==> src/rtl/instruction_fetch_system_pkg.sv <==
// Shared definitions for the instruction fetch front end: state encoding,
// memory bus polarities and a width helper for small counters.
package instruction_fetch_system_pkg;

    // Fetch sequencer states
    typedef enum logic [1:0] {
        S_IDLE  = 2'd0,
        S_FETCH = 2'd1,
        S_WAIT  = 2'd2,
        S_HOLD  = 2'd3
    } fetch_state_e;

    // Chip select is active-low; the unit only ever reads memory
    localparam logic CS_ACTIVE   = 1'b0;
    localparam logic CS_INACTIVE = 1'b1;
    localparam logic MEM_READ    = 1'b0;

    // Bits needed to index n items, never less than one bit
    function automatic int safeWidth(input int n);
        return (n <= 1) ? 1 : $clog2(n);
    endfunction

endpackage

==> src/rtl/instruction_fetch_system_if.sv <==
// Memory read bus plus the instruction valid/ready handshake toward the
// control unit. The fetch unit is the master of both.
interface instruction_fetch_system_if #(
    parameter int DATA_W      = 8,
    parameter int INSTR_BYTES = 2,
    parameter int ADDR_W      = 16
) ();

    logic [DATA_W-1:0]             Mem_Data;
    logic [ADDR_W-1:0]             Mem_Address;
    logic                          Mem_CS;
    logic                          Mem_WR;
    logic [DATA_W*INSTR_BYTES-1:0] IROut;
    logic                          IR_Valid;
    logic                          IR_Ready;

    modport master (
        input  Mem_Data,
        input  IR_Ready,
        output Mem_Address,
        output Mem_CS,
        output Mem_WR,
        output IROut,
        output IR_Valid
    );

    modport slave (
        output Mem_Data,
        output IR_Ready,
        input  Mem_Address,
        input  Mem_CS,
        input  Mem_WR,
        input  IROut,
        input  IR_Valid
    );

endinterface

==> src/rtl/instruction_fetch_system_ir_slot_assembler.sv <==
// Instruction register built from INSTR_BYTES unit-wide slots. Slot 0 is the
// least significant unit. Only the addressed slot changes on a write; the
// others keep whatever they last held.
module ir_slot_assembler
    import instruction_fetch_system_pkg::*;
#(
    parameter int DATA_W      = 8,
    parameter int INSTR_BYTES = 2,
    parameter int SLOT_W      = safeWidth(INSTR_BYTES)
) (
    input  logic                          Clock,
    input  logic                          Reset,
    input  logic                          wrEn_i,
    input  logic [SLOT_W-1:0]             slotIdx_i,
    input  logic [DATA_W-1:0]             data_i,
    output logic [DATA_W*INSTR_BYTES-1:0] word_o
);

    logic [DATA_W*INSTR_BYTES-1:0] word_q;
    logic [DATA_W*INSTR_BYTES-1:0] word_d;

    // Merge the incoming unit into the selected slot
    always_comb begin
        word_d = word_q;
        if (wrEn_i) begin
            for (int s = 0; s < INSTR_BYTES; s++) begin
                if (slotIdx_i == SLOT_W'(s)) begin
                    word_d[s*DATA_W +: DATA_W] = data_i;
                end
            end
        end
    end

    // Instruction register, cleared only by reset
    always_ff @(posedge Clock) begin
        if (Reset) begin
            word_q <= '0;
        end else begin
            word_q <= word_d;
        end
    end

    assign word_o = word_q;

endmodule

==> src/rtl/instruction_fetch_system.sv <==
// Instruction fetch front end: walks PC through byte-wide memory, packs
// INSTR_BYTES consecutive units into IROut and hands the word over with a
// valid/ready handshake. Supports redirects and fixed memory latency.
module instruction_fetch_system
    import instruction_fetch_system_pkg::*;
#(
    parameter int                DATA_W      = 8,
    parameter int                INSTR_BYTES = 2,
    parameter int                ADDR_W      = 16,
    parameter logic [ADDR_W-1:0] RESET_PC    = '0,
    parameter int                MEM_LATENCY = 0
) (
    input  logic                       Clock,
    input  logic                       Reset,
    input  logic                       Run,
    input  logic                       Redirect,
    input  logic [ADDR_W-1:0]          Redirect_Addr,
    output logic [ADDR_W-1:0]          PC,
    output logic                       Busy,
    instruction_fetch_system_if.master bus
);

    localparam int SLOT_W   = safeWidth(INSTR_BYTES);
    localparam int LAT_W    = safeWidth(MEM_LATENCY);
    localparam bit ZERO_LAT = (MEM_LATENCY == 0);
    localparam int LAT_LAST = ZERO_LAT ? 0 : MEM_LATENCY - 1;

    fetch_state_e                  state_q;
    fetch_state_e                  state_d;
    logic [ADDR_W-1:0]             pc_q;
    logic [ADDR_W-1:0]             pc_d;
    logic [SLOT_W-1:0]             slot_q;
    logic [SLOT_W-1:0]             slot_d;
    logic [LAT_W-1:0]              latCnt_q;
    logic [LAT_W-1:0]              latCnt_d;

    logic                          lastSlot;
    logic                          latDone;
    logic                          captureEn;
    logic                          handshake;
    logic [DATA_W*INSTR_BYTES-1:0] irWord;

    assign lastSlot  = (slot_q == SLOT_W'(INSTR_BYTES - 1));
    assign latDone   = (latCnt_q == LAT_W'(LAT_LAST));
    assign handshake = (state_q == S_HOLD) && bus.IR_Ready;

    // A unit is captured at the end of the cycle in which memory data is
    // valid; a redirect in that same cycle discards it
    always_comb begin
        captureEn = 1'b0;
        if (!Redirect) begin
            if (ZERO_LAT) begin
                captureEn = (state_q == S_FETCH);
            end else begin
                captureEn = (state_q == S_WAIT) && latDone;
            end
        end
    end

    // Sequencer state register
    always_ff @(posedge Clock) begin
        if (Reset) begin
            state_q <= S_IDLE;
        end else begin
            state_q <= state_d;
        end
    end

    // Next-state selection; a redirect restarts fetching from any state
    always_comb begin
        state_d = state_q;
        unique case (state_q)
            S_IDLE: begin
                if (Run) begin
                    state_d = S_FETCH;
                end
            end
            S_FETCH: begin
                if (ZERO_LAT) begin
                    if (captureEn && lastSlot) begin
                        state_d = S_HOLD;
                    end
                end else begin
                    state_d = S_WAIT;
                end
            end
            S_WAIT: begin
                if (captureEn) begin
                    state_d = lastSlot ? S_HOLD : S_FETCH;
                end
            end
            S_HOLD: begin
                if (handshake) begin
                    state_d = Run ? S_FETCH : S_IDLE;
                end
            end
            default: state_d = S_IDLE;
        endcase
        if (Redirect) begin
            state_d = Run ? S_FETCH : S_IDLE;
        end
    end

    // Bus and status outputs decoded from the current state
    always_comb begin
        bus.Mem_Address = pc_q;
        bus.Mem_WR      = MEM_READ;
        bus.Mem_CS      = CS_INACTIVE;
        bus.IR_Valid    = 1'b0;
        Busy            = 1'b0;
        PC              = pc_q;
        bus.IROut       = irWord;
        unique case (state_q)
            S_FETCH, S_WAIT: begin
                bus.Mem_CS = CS_ACTIVE;
                Busy       = 1'b1;
            end
            S_HOLD: begin
                bus.IR_Valid = 1'b1;
            end
            default: ;
        endcase
    end

    // PC, slot index and latency counter updates
    always_comb begin
        pc_d     = pc_q;
        slot_d   = slot_q;
        latCnt_d = latCnt_q;
        if (captureEn) begin
            pc_d     = pc_q + ADDR_W'(1);
            slot_d   = lastSlot ? '0 : slot_q + SLOT_W'(1);
            latCnt_d = '0;
        end else if (state_q == S_WAIT) begin
            latCnt_d = latCnt_q + LAT_W'(1);
        end else begin
            latCnt_d = '0;
        end
        if (Redirect) begin
            pc_d     = Redirect_Addr;
            slot_d   = '0;
            latCnt_d = '0;
        end
    end

    // Datapath registers; reset wins over any redirect
    always_ff @(posedge Clock) begin
        if (Reset) begin
            pc_q     <= RESET_PC;
            slot_q   <= '0;
            latCnt_q <= '0;
        end else begin
            pc_q     <= pc_d;
            slot_q   <= slot_d;
            latCnt_q <= latCnt_d;
        end
    end

    ir_slot_assembler #(
        .DATA_W      (DATA_W),
        .INSTR_BYTES (INSTR_BYTES),
        .SLOT_W      (SLOT_W)
    ) u_assembler (
        .Clock     (Clock),
        .Reset     (Reset),
        .wrEn_i    (captureEn),
        .slotIdx_i (slot_q),
        .data_i    (bus.Mem_Data),
        .word_o    (irWord)
    );

endmodule

==> src/flat_wrapper.sv <==
// flat-port wrapper written by rule: the top's interface ports become plain ports
module instruction_fetch_system_flat import instruction_fetch_system_pkg::*;
#(
    parameter int                DATA_W      = 8,
    parameter int                INSTR_BYTES = 2,
    parameter int                ADDR_W      = 16,
    parameter logic [ADDR_W-1:0] RESET_PC    = '0,
    parameter int                MEM_LATENCY = 0
)
  (Clock, Reset, Run, Redirect, Redirect_Addr, PC, Busy, bus_Mem_Data, bus_IR_Ready, bus_Mem_Address, bus_Mem_CS, bus_Mem_WR, bus_IROut, bus_IR_Valid);
  instruction_fetch_system_if #(.DATA_W(DATA_W), .INSTR_BYTES(INSTR_BYTES), .ADDR_W(ADDR_W)) bus_i ();
  input  logic Clock;
  input  logic Reset;
  input  logic Run;
  input  logic Redirect;
  input  logic [ADDR_W-1:0] Redirect_Addr;
  output logic [ADDR_W-1:0] PC;
  output logic Busy;
  input wire logic [$bits(bus_i.Mem_Data)-1:0] bus_Mem_Data;
  input wire logic [$bits(bus_i.IR_Ready)-1:0] bus_IR_Ready;
  output wire logic [$bits(bus_i.Mem_Address)-1:0] bus_Mem_Address;
  output wire logic [$bits(bus_i.Mem_CS)-1:0] bus_Mem_CS;
  output wire logic [$bits(bus_i.Mem_WR)-1:0] bus_Mem_WR;
  output wire logic [$bits(bus_i.IROut)-1:0] bus_IROut;
  output wire logic [$bits(bus_i.IR_Valid)-1:0] bus_IR_Valid;
  assign bus_i.Mem_Data = bus_Mem_Data;
  assign bus_i.IR_Ready = bus_IR_Ready;
  assign bus_Mem_Address = bus_i.Mem_Address;
  assign bus_Mem_CS = bus_i.Mem_CS;
  assign bus_Mem_WR = bus_i.Mem_WR;
  assign bus_IROut = bus_i.IROut;
  assign bus_IR_Valid = bus_i.IR_Valid;
  instruction_fetch_system #(.DATA_W(DATA_W), .INSTR_BYTES(INSTR_BYTES), .ADDR_W(ADDR_W), .RESET_PC(RESET_PC), .MEM_LATENCY(MEM_LATENCY)) u_core (.Clock(Clock), .Reset(Reset), .Run(Run), .Redirect(Redirect), .Redirect_Addr(Redirect_Addr), .PC(PC), .Busy(Busy), .bus(bus_i));
endmodule
==> config.mk <==
export PLATFORM = sky130hd
export DESIGN_NAME = instruction_fetch_system_flat
export DESIGN_NICKNAME = d
export VERILOG_FILES = /design/src/rtl/instruction_fetch_system_pkg.sv /design/src/rtl/instruction_fetch_system_if.sv /design/src/rtl/instruction_fetch_system_ir_slot_assembler.sv /design/src/rtl/instruction_fetch_system.sv /design/src/flat_wrapper.sv
export SDC_FILE = /design/constraint.sdc
export NUM_CORES = 1
export LEC_CHECK = 0
export CAP_MARGIN = 30
export CORE_ASPECT_RATIO = 0.7
export CORE_MARGIN = 2
export CORE_UTILIZATION = 35
export DETAILED_ROUTE_END_ITERATION = 10
export HOLD_SLACK_MARGIN = 0.03
export MAX_ROUTING_LAYER = met4
export PLACE_DENSITY = 0.69
export SLEW_MARGIN = 20
export SYNTH_ARGS = -nofsm -noshare
export SYNTH_HDL_FRONTEND = slang
export SYNTH_SLANG_ARGS = --single-unit
export TNS_END_PERCENT = 50
==> constraint.sdc <==
create_clock -name Clock -period 2.2 [get_ports Clock]
set_clock_uncertainty 0.05 [all_clocks]
set_input_delay 0.44 -clock Clock [delete_from_list [all_inputs] [get_ports Clock]]
set_output_delay 0.44 -clock Clock [all_outputs]
set_load 0.1 [all_outputs]
==> summary.txt, run 1 <==
Run status
  • Outcome: finished clean

Timing
  • Endpoints failing setup: 0
  • F_max: 0.5018 GHz
  • Min cycle time layout: 1.993 ns
  • Final Hold Vio Count: 0
  • Final TNS setup: 0 ns
  • Setup slack after layout: 0.2072 ns
  • RSZ-0062 raised after global routing: false
  • Tcrit/Tclk final: 90.58%
  • Pins over their slew limit: 0

Cells and area
  • Layout cells sized above 1: 29.63%
  • Final Cell Area: 2658 um^2
  • Final core utilization: 51.35%
  • Nets@finish: 304
  • Footprint of the multi-input gates: 955.9 um^2
  • P&R area growth vs syn: 43.90%
  • Most frequent cells in the layout: buf_4 (53), dfxtp_1 (31), nor2_1 (30)
  • Register area: 705.7 um^2
  • FILL cells: 497
  • Diode count: 0
  • Most frequent standard cell in the layout excluding fill and tap cells: buf_4

Die
  • Die Height: 64.78 um
  • Die width: 90.82 um
  • Core Region: 5175 um^2
  • IO Pins: 81
  • Starting Density: 35.69%
  • Row Count: 22
  • Die ar.: 5883 um^2

Synthesis
  • Mapped Area: 1847 um^2
  • Area contributors post-synth: dfxtp_1 (38%), mux2i_1 (9.2%), buf_4 (6.9%), xnor2_1 (6.2%), nor2_1 (6.1%)
  • Yosys reg bits: 35
  • Sequential area share after synthesis: 37.94%
  • Syn_area_per_cell: 9.097 um^2
  • Ys flop type: dfxtp_1
  • Post-Syn Nets: 238
  • Yosys warns: 0
  • Post-synth EDFFs: 0
  • Yosys top cell by area: dfxtp_1
  • Share of the synthesized area in the top cell type: 37.94%
  • Synth cell types: 34
  • Synth Instances: 203
  • Asr flop ratio synth: 0%

Pwr
  • Static leakage: 1.103 nW
  • Internal: 1.242 mW
  • Clk pwr share: 29.3%
  • Maximum vdd drop: 309.1 uV
  • Total power: 2.054 mW
  • Power Density: 772.8 nW/um^2
  • Register share of total power: 34.8%
  • Comb pwr share: 35.9%
  • Psw: 0.8115 mW
  • Sw Ratio: 39.51%

Critical path
  • Critical path type: reg2reg
  • R2r worst-path depth: 6
  • RR Startpoint: u_core.state_q[1]$_SDFFE_PP0P_
  • Crit. End Element: flop
  • Worst Setup Start Kind: flop
  • Req. time, crit path: 2.30 ns
  • Crit path DAT: 2.10 ns
  • Crit path from: u_core.state_q[1]$_SDFFE_PP0P_
  • Critical path fanouts, max: 7

Clocking
  • Clock Tree Buf Depth: 2
  • Worst-skew pair later-pin latency: 0.29 ns
  • Total CTS buffers: 5
  • CTS tree: built
  • CTS clk-pin slew, worst paths: 0.07 ns
  • Clock Sinks: 35
  • Post-CTS setup buffers: 0
  • H-tree depth: 2
  • Root buf cell: clkbuf_8

Place
  • GP Congestion: 0.8273
  • Placement Cell Area: 2539 um^2
  • IO buf count: 79
  • HPWL after detailed placement: 3174 um
  • Place WS: 0.08446 ns

Route
  • First drt pass iteration count: 4
  • WL per Instance: 12.27 um
  • ANT nets after route: 0
  • Vias: 1578
  • Final wirelength: 4196 um
  • Drt drc: 0
  • DR iter-0 viols: 33
  • Vias per inst: 4.614

Hold path
  • Hold Path Origin: u_core.u_assembler.word_o[11]$_SDFFE_PP0P_
  • Hold Crit Class: reg2reg
  • Hold Crit Depth: 2

Global routing
  • Grt ovf: 0
  • Vias in the first global route: 1427
  • Antenna violations before repair: 0
  • Largest net degree at the start of global routing: 27
  • Tot GR Track Use: 15.02%
  • First-pass GRT wire length: 6865 um

Flow run
  • MaxCap Viol Count: 0
## kinds of logic (layout without fill, tap and decap cells)
logic type | Yosys count | in the layout | share of synthesized area (%)
simple gates | 71 | 71 | 20.46
other cells | 1 | 1 | 0.2031
flops | 35 | 35 | 37.94
fa+ha+maj | 6 | 6 | 4.065
mux | 17 | 17 | 9.214
buf+inv | 33 | 100 | 10.97
xor+xnor | 14 | 14 | 6.640
compound gates | 26 | 26 | 10.50
## worst max-delay path, stage by stage, from the launching register on
cell and delay (ns):
dfxtp_2 0.39, inv_1 0.11, ha_1 0.26, nor2b_1 0.20, a2111oi_4 0.34, a21oi_1 0.12
a2111oi_1 0.39
## metal layers
metal	part of all wire [%]	global-route usage, %
met3	6.9	5.116
met2	43	21.18
met1	50	20.33
met5	0	-
met4	0.76	4.545
## synth_stat cells, drive strengths merged, types with 3 or more instances
master	instances
nor3	6
a21oi	9
nand3	5
nor2	30
nand2	12
dfxtp	35
nand4	6
nor4	6
or3	3
mux2i	17
a211oi	8
xnor2	13
clkbuf	6
buf	20
inv	7
ha	6
nor2b	3
## worst paths after layout
| check | slack [ns] | endpoint |
|---|---|---|
| worst min register to register | 0.45 | u_core.u_assembler.word_o[11]$_SDFFE_PP0P_ |
| worst max register to register | 0.21 | u_core.state_q[1]$_SDFFE_PP0P_ |
| worst min-delay path | 0.45 | u_core.u_assembler.word_o[11]$_SDFFE_PP0P_ |
| worst max-delay path | 0.21 | u_core.state_q[1]$_SDFFE_PP0P_ |
## power groups by stage
stage / Clock (mW) / Sequential [mW] / Combinational (mW)
2_1_floorplan: 0 / 0.925 / 0.378
6_report: 0.602 / 0.715 / 0.737
4_1_cts: 0.622 / 0.715 / 0.742
3_3_place_gp: 0 / 0.729 / 0.737
3_5_place_dp: 0 / 0.729 / 0.740
5_1_grt: 0.648 / 0.722 / 0.768
## area by class of cell
type | instances | area share [%]
multi-input cells | 135 | 35.97
repair buffers | 85 | 28.53
flip-flops and latches | 35 | 26.55
well taps | 72 | 3.390
clock buffers | 6 | 3.107
clock inverters | 2 | 1.318
inverters | 7 | 1.130
## flip-flops by register name, indices dropped and copies added (netlist names)
register	flops
u_core.state_q	2
u_core.u_assembler.word_o	16
u_core.PC	16
u_core.lastSlot	1
## per-stage QoR
step	std cells	hold slack [ns]
after floorplan	203	0.4898
after global placement	334	0.4252
after detailed placement	334	0.4364
after CTS	342	0.4570
after global routing	342	0.4816
final	342	0.4526
## what timing repair did
action,CTS,global route
resized for setup,0,1
endpoints found under the setup margin,0,1
hold buffers,0,0
Power figures use the tool's default switching activity.
==> inputs of run 2 (changes only) <==
MAX_ROUTING_LAYER = unset   (was met4)
==> run 2 against run 1 <==
Effect of this change: power barely moved; utilization did not move; die area did not move; wire length rose by 0.29%; design area did not move; non-clock buffer count did not move; first-iteration DRC count rose by 6.1%; final cell count did not move; setup slack improved by 0.00068 ns; sequential power barely moved; largest cell class unchanged; highest routed layer unchanged.
==> summary.txt, run 2 (synthesized netlist as in run 1, its figures left out) <==
Die
  • Die Height: 64.78 um (unchanged)
  • Starting Density: 35.69% (unchanged)
  • Row Count: 22 (unchanged)
  • IO Pins: 81 (unchanged)
  • Core Region: 5175 um^2 (unchanged)
  • Die width: 90.82 um (unchanged)
  • Die ar.: 5883 um^2 (unchanged)

Timing
  • Pins over their slew limit: 0 (unchanged)
  • F_max: 0.5020 GHz (was 0.5018 GHz)
  • Setup slack after layout: 0.2079 ns (was 0.2072 ns)
  • Endpoints failing setup: 0 (unchanged)
  • Min cycle time layout: 1.992 ns (was 1.993 ns)
  • Tcrit/Tclk final: 90.55% (was 90.58%)
  • Final TNS setup: 0 ns (unchanged)
  • RSZ-0062 raised after global routing: false (unchanged)
  • Final Hold Vio Count: 0 (unchanged)

Route
  • Drt drc: 0 (unchanged)
  • ANT nets after route: 0 (unchanged)
  • Vias per inst: 4.599 (was 4.614)
  • Vias: 1573 (was 1578)
  • Final wirelength: 4208 um (was 4196 um)
  • WL per Instance: 12.30 um (was 12.27 um)
  • First drt pass iteration count: 4 (unchanged)
  • DR iter-0 viols: 35 (was 33)

Clocking
  • Clock Sinks: 35 (unchanged)
  • Total CTS buffers: 5 (unchanged)
  • Root buf cell: clkbuf_8 (unchanged)
  • H-tree depth: 2 (unchanged)
  • CTS tree: built (unchanged)
  • Hold bufs inserted after CTS: 0 (unchanged)
  • CTS clk-pin slew, worst paths: 0.07 ns (about the same)
  • Worst-skew pair later-pin latency: 0.28 ns (was 0.29 ns)
  • Clock Tree Buf Depth: 2 (unchanged)

Critical path
  • Req. time, crit path: 2.30 ns (about the same)
  • Crit path DAT: 2.10 ns (about the same)
  • Critical path fanouts, max: 7 (unchanged)
  • R2r worst-path depth: 6 (unchanged)
  • Crit. End Element: flop (unchanged)
  • Worst Setup Start Kind: flop (unchanged)
  • Critical path type: reg2reg (unchanged)

Flow run
  • MaxCap Viol Count: 0 (unchanged)

Global routing
  • Antenna violations before repair: 0 (unchanged)
  • Grt ovf: 0 (unchanged)
  • Largest net degree at the start of global routing: 27 (unchanged)
  • First-pass GRT wire length: 6851 um (was 6865 um)
  • Tot GR Track Use: 14.56% (was 15.02%)
  • Vias in the first global route: 1427 (unchanged)

Place
  • IO buf count: 79 (unchanged)
  • HPWL after detailed placement: 3174 um (unchanged)
  • GP Congestion: 0.8152 (was 0.8273)
  • Place WS: 0.08446 ns (unchanged)
  • Placed Cells: 334 (unchanged)

Cells and area
  • Most frequent standard cell in the layout excluding fill and tap cells: buf_4 (unchanged)
  • Nets@finish: 304 (unchanged)
  • FILL cells: 497 (unchanged)
  • Diode count: 0 (unchanged)
  • Register area: 705.7 um^2 (unchanged)
  • Layout cells sized above 1: 29.63% (unchanged)
  • Footprint of the multi-input gates: 955.9 um^2 (unchanged)
  • Most frequent cells in the layout: buf_4 (53), dfxtp_1 (31), nor2_1 (30) (unchanged)
  • P&R area growth vs syn: 43.90% (unchanged)
  • Cell Count, Final, Fillers Out: 342 (unchanged)

Hold path
  • Hold Crit Depth: 2 (unchanged)
  • Hold Crit Class: reg2reg (unchanged)

Pwr
  • Maximum vdd drop: 309.1 uV (about the same)
  • Static leakage: 1.103 nW (unchanged)
  • Power Density: 772.8 nW/um^2 (about the same)

Run status
  • Outcome: finished clean (unchanged)
run 2: cell counts in the layout (fill, tap and decap cells not counted):
Identical to the previous run, type by type.
run 2: layer usage:
metal | global-route usage [%] | vias to the layer above | wire [um]
met5 | 0 | - | 0
met4 | 4.545 | 0 | 32
met3 | 5.698 | 4 | 341
met2 | 21.27 | 47 | 1806
met1 | 19.76 | 708 | 2028
li1 | - | 814 | -
run 2: final cells by class:
type,count,area share (%)
Inverter,7,1.130
Multi-Input combinational cell,135,35.97
Tap cell,72,3.390
Sequential cell,35,26.55
Clock buffer,6,3.107
Clock inverter,2,1.318
Timing Repair Buffer,85,28.53
run 2: power breakdown:
part	leakage (nW)	switching, mW	internal (mW)
logic	0.753	0.529	0.208
clock network	0.0612	0.235	0.367
registers	0.288	0.0471	0.668
run 2: worst max-delay path: stages, from the launching register on:
cell	delay (ns)
dfxtp_2	0.39
inv_1	0.11
ha_1	0.26
nor2b_1	0.20
a2111oi_4	0.34
a21oi_1	0.12
a2111oi_1	0.39
run 2: through the flow:
step,hold WS (ns),instance area [um^2],power (mW),util (%)
floorplan,0.4898,1867,1.303,-
CTS,0.4570,2656,2.079,51.33
finish,0.4511,2658,2.054,51.35
detailed placement,0.4364,2539,1.470,49.06
global placement,0.4252,2539,1.466,49.06
global route,0.4816,2658,2.138,51.35
run 2: path summary, 6_finish.rpt:
kind                                               endpoint                                       from  slack, ns
setup / recovery             u_core.state_q[1]$_SDFFE_PP0P_             u_core.state_q[1]$_SDFFE_PP0P_       0.21
hold / removal    u_core.u_assembler.word_o[0]$_SDFFE_PP0P_  u_core.u_assembler.word_o[0]$_SDFFE_PP0P_       0.45
setup reg to reg             u_core.state_q[1]$_SDFFE_PP0P_             u_core.state_q[1]$_SDFFE_PP0P_       0.21
hold reg to reg   u_core.u_assembler.word_o[0]$_SDFFE_PP0P_  u_core.u_assembler.word_o[0]$_SDFFE_PP0P_       0.45
run 2: repair_timing:
| item | CTS | global route |
|---|---|---|
| hold endpoints to repair | 0 | 0 |
| buffers inserted | 0 | 0 |
| gates resized for setup | 0 | 1 |
| endpoints found under the setup margin | 0 | 1 |
